$ cat src/rtl/muldiv_unit.sv
// muldiv_unit: iterative RV32/64 M-extension execute unit.
//
// Sits beside the ALU in EX. An instruction is taken when the unit is idle,
// i_valid is high, i_alu_op selects the mul/div class, funct7 bit 0 is set
// and no flush is in progress. Multiplies use a one-bit-per-cycle shift-add
// on operand magnitudes; divides use a one-bit-per-cycle restoring divider.
// Divide-by-zero and signed overflow skip the iteration and finish at once.
//
// Ports:
//   i_clk, i_rst       clock (rising edge), asynchronous active-high reset
//   i_valid            EX-stage instruction valid
//   i_alu_op           ALU op class from the main decoder
//   i_funct_3          instruction funct3 (selects one of the eight M ops)
//   i_funct_7_0        funct7 bit 0 (M-extension select)
//   i_rs1, i_rs2       operands A and B
//   i_flush            pipeline flush, aborts any operation
//   o_busy             stall request while an accepted op is in flight
//   o_valid            single-cycle result strobe
//   o_result           result, held until the next o_valid
module muldiv_unit #(
  parameter int XLEN  = 32,
  parameter int CNT_W = $clog2(XLEN + 1)
) (
  input  logic            i_clk,
  input  logic            i_rst,
  input  logic            i_valid,
  input  logic [2:0]      i_alu_op,
  input  logic [2:0]      i_funct_3,
  input  logic            i_funct_7_0,
  input  logic [XLEN-1:0] i_rs1,
  input  logic [XLEN-1:0] i_rs2,
  input  logic            i_flush,
  output logic            o_busy,
  output logic            o_valid,
  output logic [XLEN-1:0] o_result
);

  localparam logic [2:0]       OP_MULDIV = 3'b101;
  localparam logic [2:0]       F3_MUL    = 3'b000;
  localparam logic [2:0]       F3_MULH   = 3'b001;
  localparam logic [2:0]       F3_MULHSU = 3'b010;
  localparam logic [2:0]       F3_DIV    = 3'b100;
  localparam logic [2:0]       F3_REM    = 3'b110;
  localparam logic [CNT_W-1:0] CNT_LAST  = CNT_W'(XLEN);
  localparam logic [XLEN-1:0]  XLEN_MIN  = {1'b1, {(XLEN-1){1'b0}}};

  typedef enum logic [1:0] {IDLE, CALC, DONE} state_t;

  state_t            state_q;
  logic [CNT_W-1:0]  count_q;
  logic [2*XLEN-1:0] acc_q;
  logic [2*XLEN-1:0] opB_q;
  logic [XLEN-1:0]   opA_q;
  logic [XLEN-1:0]   result_q;
  logic [2:0]        funct_q;
  logic              negQ_q;
  logic              negR_q;

  logic              accept;
  logic              aSigned, bSigned, signA, signB;
  logic [XLEN-1:0]   magA, magB;
  logic              divZero, divOvf, special;
  logic [XLEN-1:0]   specialResult;
  logic [2*XLEN-1:0] mulSum;
  logic [XLEN:0]     remShift, divisorExt, remNext;
  logic              qBit;
  logic [2*XLEN-1:0] product;
  logic [XLEN-1:0]   quotient, remainder, finalResult;

  // Decode of the incoming instruction: acceptance, operand magnitudes and
  // the early-out cases that need no iteration. Acc/opA/opB hold the
  // product/multiplier/multiplicand for multiplies and the partial
  // remainder/dividend-quotient/divisor for divides.
  always_comb begin
    accept  = (state_q == IDLE) & i_valid & (i_alu_op == OP_MULDIV) &
              i_funct_7_0 & ~i_flush;
    aSigned = (i_funct_3 == F3_MUL) | (i_funct_3 == F3_MULH) |
              (i_funct_3 == F3_MULHSU) | (i_funct_3 == F3_DIV) |
              (i_funct_3 == F3_REM);
    bSigned = (i_funct_3 == F3_MUL) | (i_funct_3 == F3_MULH) |
              (i_funct_3 == F3_DIV) | (i_funct_3 == F3_REM);
    signA   = aSigned & i_rs1[XLEN-1];
    signB   = bSigned & i_rs2[XLEN-1];
    magA    = signA ? -i_rs1 : i_rs1;
    magB    = signB ? -i_rs2 : i_rs2;
    divZero = i_funct_3[2] & (i_rs2 == '0);
    divOvf  = i_funct_3[2] & ~i_funct_3[0] & (i_rs1 == XLEN_MIN) & (i_rs2 == '1);
    special = divZero | divOvf;
    // funct3[1] distinguishes REM/REMU from DIV/DIVU
    if (divZero) begin
      specialResult = i_funct_3[1] ? i_rs1 : '1;
    end else begin
      specialResult = i_funct_3[1] ? '0 : i_rs1;
    end
  end

  // One iteration of each datapath plus the sign fix-up applied on the
  // final CALC cycle.
  always_comb begin
    mulSum      = acc_q + (opA_q[0] ? opB_q : '0);
    remShift    = {acc_q[XLEN-1:0], opA_q[XLEN-1]};
    divisorExt  = {1'b0, opB_q[XLEN-1:0]};
    qBit        = (remShift >= divisorExt);
    remNext     = qBit ? (remShift - divisorExt) : remShift;
    product     = negQ_q ? -acc_q : acc_q;
    quotient    = negQ_q ? -opA_q : opA_q;
    remainder   = negR_q ? -acc_q[XLEN-1:0] : acc_q[XLEN-1:0];
    finalResult = product[2*XLEN-1:XLEN];
    if (funct_q == F3_MUL) begin
      finalResult = product[XLEN-1:0];
    end else if (funct_q[2] & ~funct_q[1]) begin
      finalResult = quotient;
    end else if (funct_q[2] & funct_q[1]) begin
      finalResult = remainder;
    end
  end

  // Control FSM and datapath registers. The counter runs 0..XLEN in CALC:
  // XLEN iteration cycles followed by one cycle that registers the result.
  always_ff @(posedge i_clk or posedge i_rst) begin
    if (i_rst) begin
      state_q  <= IDLE;
      count_q  <= '0;
      acc_q    <= '0;
      opB_q    <= '0;
      opA_q    <= '0;
      result_q <= '0;
      funct_q  <= '0;
      negQ_q   <= 1'b0;
      negR_q   <= 1'b0;
    end else begin
      case (state_q)
        IDLE: begin
          if (accept) begin
            funct_q <= i_funct_3;
            negQ_q  <= signA ^ signB;
            negR_q  <= signA;
            count_q <= '0;
            acc_q   <= '0;
            if (special) begin
              result_q <= specialResult;
              state_q  <= DONE;
            end else begin
              state_q <= CALC;
              if (i_funct_3[2]) begin
                opA_q <= magA;
                opB_q <= {{XLEN{1'b0}}, magB};
              end else begin
                opA_q <= magB;
                opB_q <= {{XLEN{1'b0}}, magA};
              end
            end
          end
        end
        CALC: begin
          if (i_flush) begin
            state_q <= IDLE;
            count_q <= '0;
          end else if (count_q == CNT_LAST) begin
            result_q <= finalResult;
            state_q  <= DONE;
          end else begin
            count_q <= count_q + 1'b1;
            if (funct_q[2]) begin
              acc_q <= {{(XLEN-1){1'b0}}, remNext};
              opA_q <= {opA_q[XLEN-2:0], qBit};
            end else begin
              acc_q <= mulSum;
              opB_q <= opB_q << 1;
              opA_q <= opA_q >> 1;
            end
          end
        end
        DONE:    state_q <= IDLE;
        default: state_q <= IDLE;
      endcase
    end
  end

  // A flush arriving in the DONE cycle cancels the strobe that cycle.
  assign o_busy   = (state_q == CALC) | accept;
  assign o_valid  = (state_q == DONE) & ~i_flush;
  assign o_result = result_q;

endmodule

$ cat config.mk
export PLATFORM = sky130hd
export DESIGN_NAME = muldiv_unit
export DESIGN_NICKNAME = d
export VERILOG_FILES = /design/src/rtl/muldiv_unit.sv
export SDC_FILE = /design/constraint.sdc
export NUM_CORES = 1
export LEC_CHECK = 0
export CAP_MARGIN = 20
export CORE_MARGIN = 2
export CORE_UTILIZATION = 63
export CTS_CLUSTER_SIZE = 12
export DETAILED_ROUTE_END_ITERATION = 6
export PLACE_DENSITY = 0.83
export RECOVER_POWER = 50
export SLEW_MARGIN = 20
export SYNTH_ARGS = -nofsm -noshare
export SYNTH_HDL_FRONTEND = slang
export SYNTH_SLANG_ARGS = --single-unit
$ cat constraint.sdc
create_clock -name i_clk -period 9.4 [get_ports i_clk]
set_clock_uncertainty 0.1 [all_clocks]
set_input_delay 1.41 -clock i_clk [delete_from_list [all_inputs] [get_ports i_clk]]
set_output_delay 1.41 -clock i_clk [all_outputs]
set_load 0.01 [all_outputs]
==> run_results.csv, run 1 <==
group,metric,value,unit
clock_tree,clkLatencyLatePin,550,ps
clock_tree,cts_max_level,1,
cells_and_area,drive_above_1_share,0.04070,
pwr,pwr-share-clk,0.189,
route,routed_wl,75920,µm
timing,report.final.hold_viol_count,0,
yosys,synth_ff_type,"dfrtp_1",
timing,relSlewSlack,-1.040,
yosys,synth.net_count,2876,
yosys,ys_warn_count,0,
floorplan,fp-row-count,66,
floorplan,num_io_pins,109,
timing,maxClockFrequency,184.8,MHz
cells_and_area,fillers,2757,
cells_and_area,postLayoutCoreUtil,0.6944,
grt,antenna_found_initial,1,
grt,grt_max_degree,97,
clock_tree,cts_buffers,25,
clock_tree,cts_buffer_depth,3,
critical_path,crit_path_end_kind,"output port",
floorplan,die_h,185.1,µm
pwr,p_leak,9.823,nW
pwr,p_sw_frac,0.4848,
route,drtAntennaViolNets,0,
clock_tree,cts_tree,"built",
timing,period_share,0.5757,
route,vias_per_cell,6.989,
route,vias,21810,
yosys,yosys.area_share.simple,0.1994,
yosys,yosysSeqAreaShare,0.2483,
place,dp_hpwl,56500,µm
yosys,avgSynthCellArea,7.659,µm²
timing,hold_slack,374.2,ps
yosys,postSynthCellCount,2697,
place,place_ws,3695,ps
critical_path,arrival,3900,ps
cells_and_area,final_common_cell,"nand2_1",
critical_path,worstSetupStartpointType,"input port",
clock_tree,clk_pin_slew_worst_paths,60,ps
cells_and_area,multi_input_area,0.01448,mm²
yosys,synth_seq_cells,205,
status,violations,"capacitance limit, slew limit",
clock_tree,clock_sinks,205,
floorplan,fp.dieW,185.1,µm
pwr,internal_power,2.570,mW
timing,rsz0062_at_grt,"no",
yosys,async_flop_share,1.000,
pwr,peakVddDrop,0.1843,mV
route,routedWlPerCell,24.33,µm
timing,tightest_slew,3044,ps
clock_tree,ctsHoldBuffers,0,
worst_hold_path,hold_path_class,"reg2reg",
pwr,switching_power,2.418,mW
grt,track_usage,0.4352,
timing,setup_viol,0,
pwr,seqPwrFrac,0.269,
cells_and_area,area_growth,9.097,%
cells_and_area,layout_common_cells,"nand2_1, a21oi_1, o21ai_0, nor2_1, dfrtp_1",
yosys,yosys.area_share.adder,0.07632,
pwr,p_per_area,221.3,mW/mm²
critical_path,required,7890,ps
floorplan,core_region_area,0.03245,mm²
clock_tree,post_cts_resized,0,
timing,period_minus_slack,5412,ps
timing,slew_viol_final,67,
yosys,yosys.area_share.xor_xnor,0.1085,
place,port_buffers,108,
cells_and_area,diodes,0,
grt,grt_first_pass_wirelength,115500,µm
critical_path,crit_type,"in2out",
cells_and_area,regArea,0.005132,mm²
run,drv_cap,1,
yosys,synth_edf_count,0,
route,drt_iter0_markers,3043,
yosys,synth_top_family_by_area,"compound AO/OA/AOI/OAI gates",
yosys,netlist_area,0.02066,mm²
route,drc,0,
route,first_pass_iters,6,
grt,grt_pass1_vias,19780,
cells_and_area,nets,2840,
yosys,synth_compound_area_frac,0.2763,
floorplan,start_util,0.6365,
place,gp_congestion,0.9990,
timing,fin_tns_setup,0,ps
clock_tree,clockRootBuffer,"clkbuf_16",
yosys,synthMuxAreaShare,0.03816,
clock_tree,post_cts_buffers,0,
timing,setup_ws,3988,ps
floorplan,die-area,0.03425,mm²
critical_path,critical_path.max_fanout,13,
pwr,combPwrFrac,0.542,
status,run_status,"complete, but fails checks",
yosys,synth_cell_types,88,
grt,overflow,0,
==> worst paths after layout <==
path / startpoint / end / slack [ps] / depth (start not counted)
worst min-delay path: o_result[5]$_DFFE_PP0P_ / o_result[5]$_DFFE_PP0P_ / 370 / 2
max in group asynchronous: i_rst / acc_q[27]$_DFFE_PP0P_ / 5070 / 3
worst max register to register: opA_q[0]$_DFFE_PP0P_ / acc_q[57]$_DFFE_PP0P_ / 4460 / 14
worst max-delay path: i_alu_op[0] / o_busy / 3990 / 7
min in group asynchronous: i_rst / count_q[2]$_DFFE_PP0P_ / 2070 / 2
worst min register to register: o_result[5]$_DFFE_PP0P_ / o_result[5]$_DFFE_PP0P_ / 370 / 2
==> state kept, by name (all words and copies together), names as in the netlist <==
name,flops
count_q,6
funct_q,3
o_result,32
negR_q,1
negQ_q,1
opB_q,64
acc_q,64
state_q,2
opA_q,32
==> critical path: stages <==
cell,delay [ps]
dlygate4sd3_1,520
nand4b_1,160
nor4bb_4,300
clkbuf_1,700
nor2_1,190
inv_1,90
clkdlybuf4s50_1,530
==> power groups by stage <==
| stage | registers [mW] | clock network [mW] | logic (mW) |
|---|---|---|---|
| floorplan | 1.14 | 0 | 2.05 |
| global placement | 1.32 | 0 | 2.51 |
| detailed placement | 1.33 | 0 | 2.58 |
| CTS | 1.32 | 0.937 | 2.60 |
| global route | 1.35 | 0.972 | 2.92 |
| finish | 1.34 | 0.941 | 2.70 |
==> synth_stat cells, drive strengths merged, types with 17 or more instances <==
cell	instances	area share
a22o	34	0.014
nand2b	17	0.0051
a211oi	56	0.021
o21ai	223	0.054
a22oi	37	0.013
ha	102	0.062
o31ai	45	0.017
maj3	26	0.013
or3	29	0.0088
nand3	46	0.011
buf	33	0.0079
o221ai	21	0.0092
xor2	116	0.049
mux2i	72	0.035
a221oi	18	0.0076
nor3	45	0.012
and3	22	0.0067
nor2b	18	0.0055
a31oi	31	0.0094
and2	52	0.016
a21oi	237	0.057
o41ai	18	0.0080
clkbuf	165	0.030
or4	30	0.012
nor2	219	0.040
nor4	25	0.0086
dfrtp	205	0.25
inv	82	0.015
a21o	58	0.021
nand4	39	0.012
o211ai	18	0.0065
nand2	293	0.053
xnor2	140	0.059
==> layout make-up <==
type                            instances  area share
Clock inverter                          8    0.002165
Clock buffer                           36     0.03181
Inverter                               83     0.01388
Tap cell                              442     0.02454
Timing Repair Buffer                  135     0.05746
Sequential cell                       205      0.2277
Multi-Input combinational cell       2211      0.6424
==> stage by stage <==
step / instances / power, mW / area (µm²)
after floorplan: 2697 / 3.187 / 20660
after global placement: 3075 / 3.838 / 21750
after detailed placement: 3075 / 3.910 / 21750
after CTS: 3119 / 4.854 / 22520
after global routing: 3120 / 5.237 / 22540
final: 3120 / 4.988 / 22540
==> metal layers <==
metal | GRT usage | wire length, µm | vias up
li1 | - | - | 9764
met1 | 0.6057 | 30690 | 10370
met2 | 0.6571 | 31900 | 1424
met3 | 0.08985 | 9229 | 250
met4 | 0.1825 | 4087 | 2
met5 | 0 | 11 | -
==> kinds of logic (layout without fill, tap and decap cells) <==
group / Yosys count / after routing
DFF: 205 / 205
and+or+nand+nor: 858 / 858
xor gates and xnor gates: 256 / 256
buffers and inverters: 281 / 262
AOI/OAI and AO/OA: 889 / 889
adders and majority gates: 130 / 130
muxes: 78 / 78
No activity file was read; power rests on OpenSTA's default activity.
==> inputs of run 2 (changes only) <==
Clock period 9.4 ns to 5.2 ns, I/O delays scaled along.
==> run_results.csv, run 2 (synthesis results as in run 1) <==
group,metric,value,unit
critical_path,reg2reg_from,"opA_q[0]$_DFFE_PP0P_",
clock_tree,clockRootBuffer,"clkbuf_16",
status,run_status,"finished clean",
clock_tree,clkLatencyLatePin,550,ps
timing,fin_tns_setup,0,ps
critical_path,worstSetupStartpointType,"flop",
route,highest_layer,"met5",
pwr,p_per_area,409.6,mW/mm²
pwr,p_leak,9.943,nW
cells_and_area,multi_input_area,0.01446,mm²
clock_tree,cts_tree,"built",
cells_and_area,drive_above_1_share,0.04996,
timing,rsz0062_at_grt,"no",
timing,period_share,0.8628,
critical_path,cp-startpoint,"opA_q[0]$_DFFE_PP0P_",
critical_path,critical_path.max_fanout,38,
clock_tree,post_cts_buffers,0,
route,drt_iter0_markers,2809,
cells_and_area,final_common_cell,"nand2_1",
floorplan,fp-row-count,66,
clock_tree,cts_buffer_depth,3,
critical_path,crit_path_end_kind,"flop",
floorplan,num_io_pins,109,
floorplan,core_region_area,0.03245,mm²
grt,grt_pass1_vias,20540,
floorplan,die_h,185.1,µm
place,dp_cells,3100,
place,gp_congestion,1.006,
route,routed_wl,77600,µm
timing,report.final.hold_viol_count,0,
clock_tree,cts_max_level,1,
grt,grt_max_degree,144,
cells_and_area,regArea,0.005132,mm²
route,dr_wl_met3,9536,µm
route,vias,21910,
cells_and_area,instances_no_fill,3146,
cells_and_area,top_regs,"acc_q: 64 flops, opB_q: 64 flops",
grt,overflow,0,
critical_path,cp-endpoint,"acc_q[60]$_DFFE_PP0P_",
place,port_buffers,108,
critical_path,r2r_setup_slack,710,ps
timing,relSlewSlack,0.2784,
cells_and_area,fillers,2662,
place,dp_hpwl,57540,µm
timing,period_minus_slack,4486,ps
route,first_pass_iters,6,
route,vias_per_cell,6.964,
critical_path,crit-reg2reg-capture,"acc_q[60]$_DFFE_PP0P_",
cells_and_area,layout_common_cells,"nand2_1, a21oi_1, o21ai_0, nor2_1, dfrtp_1",
cells_and_area,area_growth,10.79,%
worst_hold_path,hold_path_class,"reg2reg",
floorplan,die-area,0.03425,mm²
route,wl_met2,32830,µm
clock_tree,clock_sinks,205,
clock_tree,ctsHoldBuffers,0,
cells_and_area,nets,2864,
route,wl_met1,29890,µm
route,drtAntennaViolNets,0,
run,drv_cap,0,
timing,tightest_slew,1080,ps
grt,grt_first_pass_wirelength,118100,µm
clock_tree,post_cts_resized,0,
clock_tree,clk_pin_slew_worst_paths,60,ps
timing,hold_slack,371.7,ps
critical_path,required,5520,ps
timing,maxClockFrequency,222.9,MHz
timing,slew_viol_final,0,
floorplan,fp.dieW,185.1,µm
critical_path,r2r_cells,15,
route,drc,0,
floorplan,start_util,0.6365,
grt,track_usage,0.4453,
critical_path,arrival,4800,ps
timing,setup_viol,0,
clock_tree,cts_buffers,25,
route,routedWlPerCell,24.67,µm
grt,antenna_found_initial,4,
pwr,peakVddDrop,0.2686,mV
critical_path,crit_type,"reg2reg",
-- run 2: final cells by class --
class | instances | area share
inverters | 83 | 0.01367
clock buffers | 32 | 0.03023
repair buffers | 159 | 0.06468
diodes | 2 | 0.0002187
well taps | 442 | 0.02416
multi-input cells | 2211 | 0.6319
clock inverters | 12 | 0.01083
flip-flops and latches | 205 | 0.2243
-- run 2: stage by stage --
stage | power, mW | util | instance area [µm²] | worst slack [ps]
floorplan | 5.761 | - | 20660 | 1174
global placement | 6.969 | 0.6767 | 21960 | 682.8
detailed placement | 7.086 | 0.6767 | 21960 | 663.6
CTS | 9.160 | 0.7057 | 22900 | 793.6
global route | 9.812 | 0.7052 | 22890 | 454.0
finish | 9.374 | 0.7052 | 22890 | 713.5
-- run 2: critical path, stage by stage (launching register included) --
cell and delay [ps]:
dfrtp_1 340, buf_4 340, and2_1 200, ha_1 190, inv_1 70, fa_1 370
nand2b_1 200, a21o_1 210, a31oi_1 360, a41oi_1 460, o211a_1 440, nor2_1 210
o31ai_1 170, o41ai_1 460, xnor2_1 160, o21ai_0 80
-- run 2: worst min-delay path by stage --
| stage | start | end | cells after the start |
|---|---|---|---|
| 2_1_floorplan | opB_q[31]$_DFFE_PP0P_ | opB_q[31]$_DFFE_PP0P_ | 2 |
| 3_3_place_gp | o_result[12]$_DFFE_PP0P_ | o_result[12]$_DFFE_PP0P_ | 2 |
| 3_5_place_dp | o_result[12]$_DFFE_PP0P_ | o_result[12]$_DFFE_PP0P_ | 2 |
| 4_1_cts | o_result[12]$_DFFE_PP0P_ | o_result[12]$_DFFE_PP0P_ | 2 |
| 5_1_grt | o_result[12]$_DFFE_PP0P_ | o_result[12]$_DFFE_PP0P_ | 2 |
| 6_report | o_result[4]$_DFFE_PP0P_ | o_result[4]$_DFFE_PP0P_ | 2 |
-- run 2: layer usage --
layer,track usage,vias up
li1,-,9798
met1,0.5775,10290
met2,0.6809,1500
met3,0.1068,323
met4,0.2517,4
met5,0,-
-- run 2: power by group --
part           internal [mW]  switching (mW)
Sequential              1.83           0.517
Clock                   1.29           0.769
Combinational           1.89            3.09
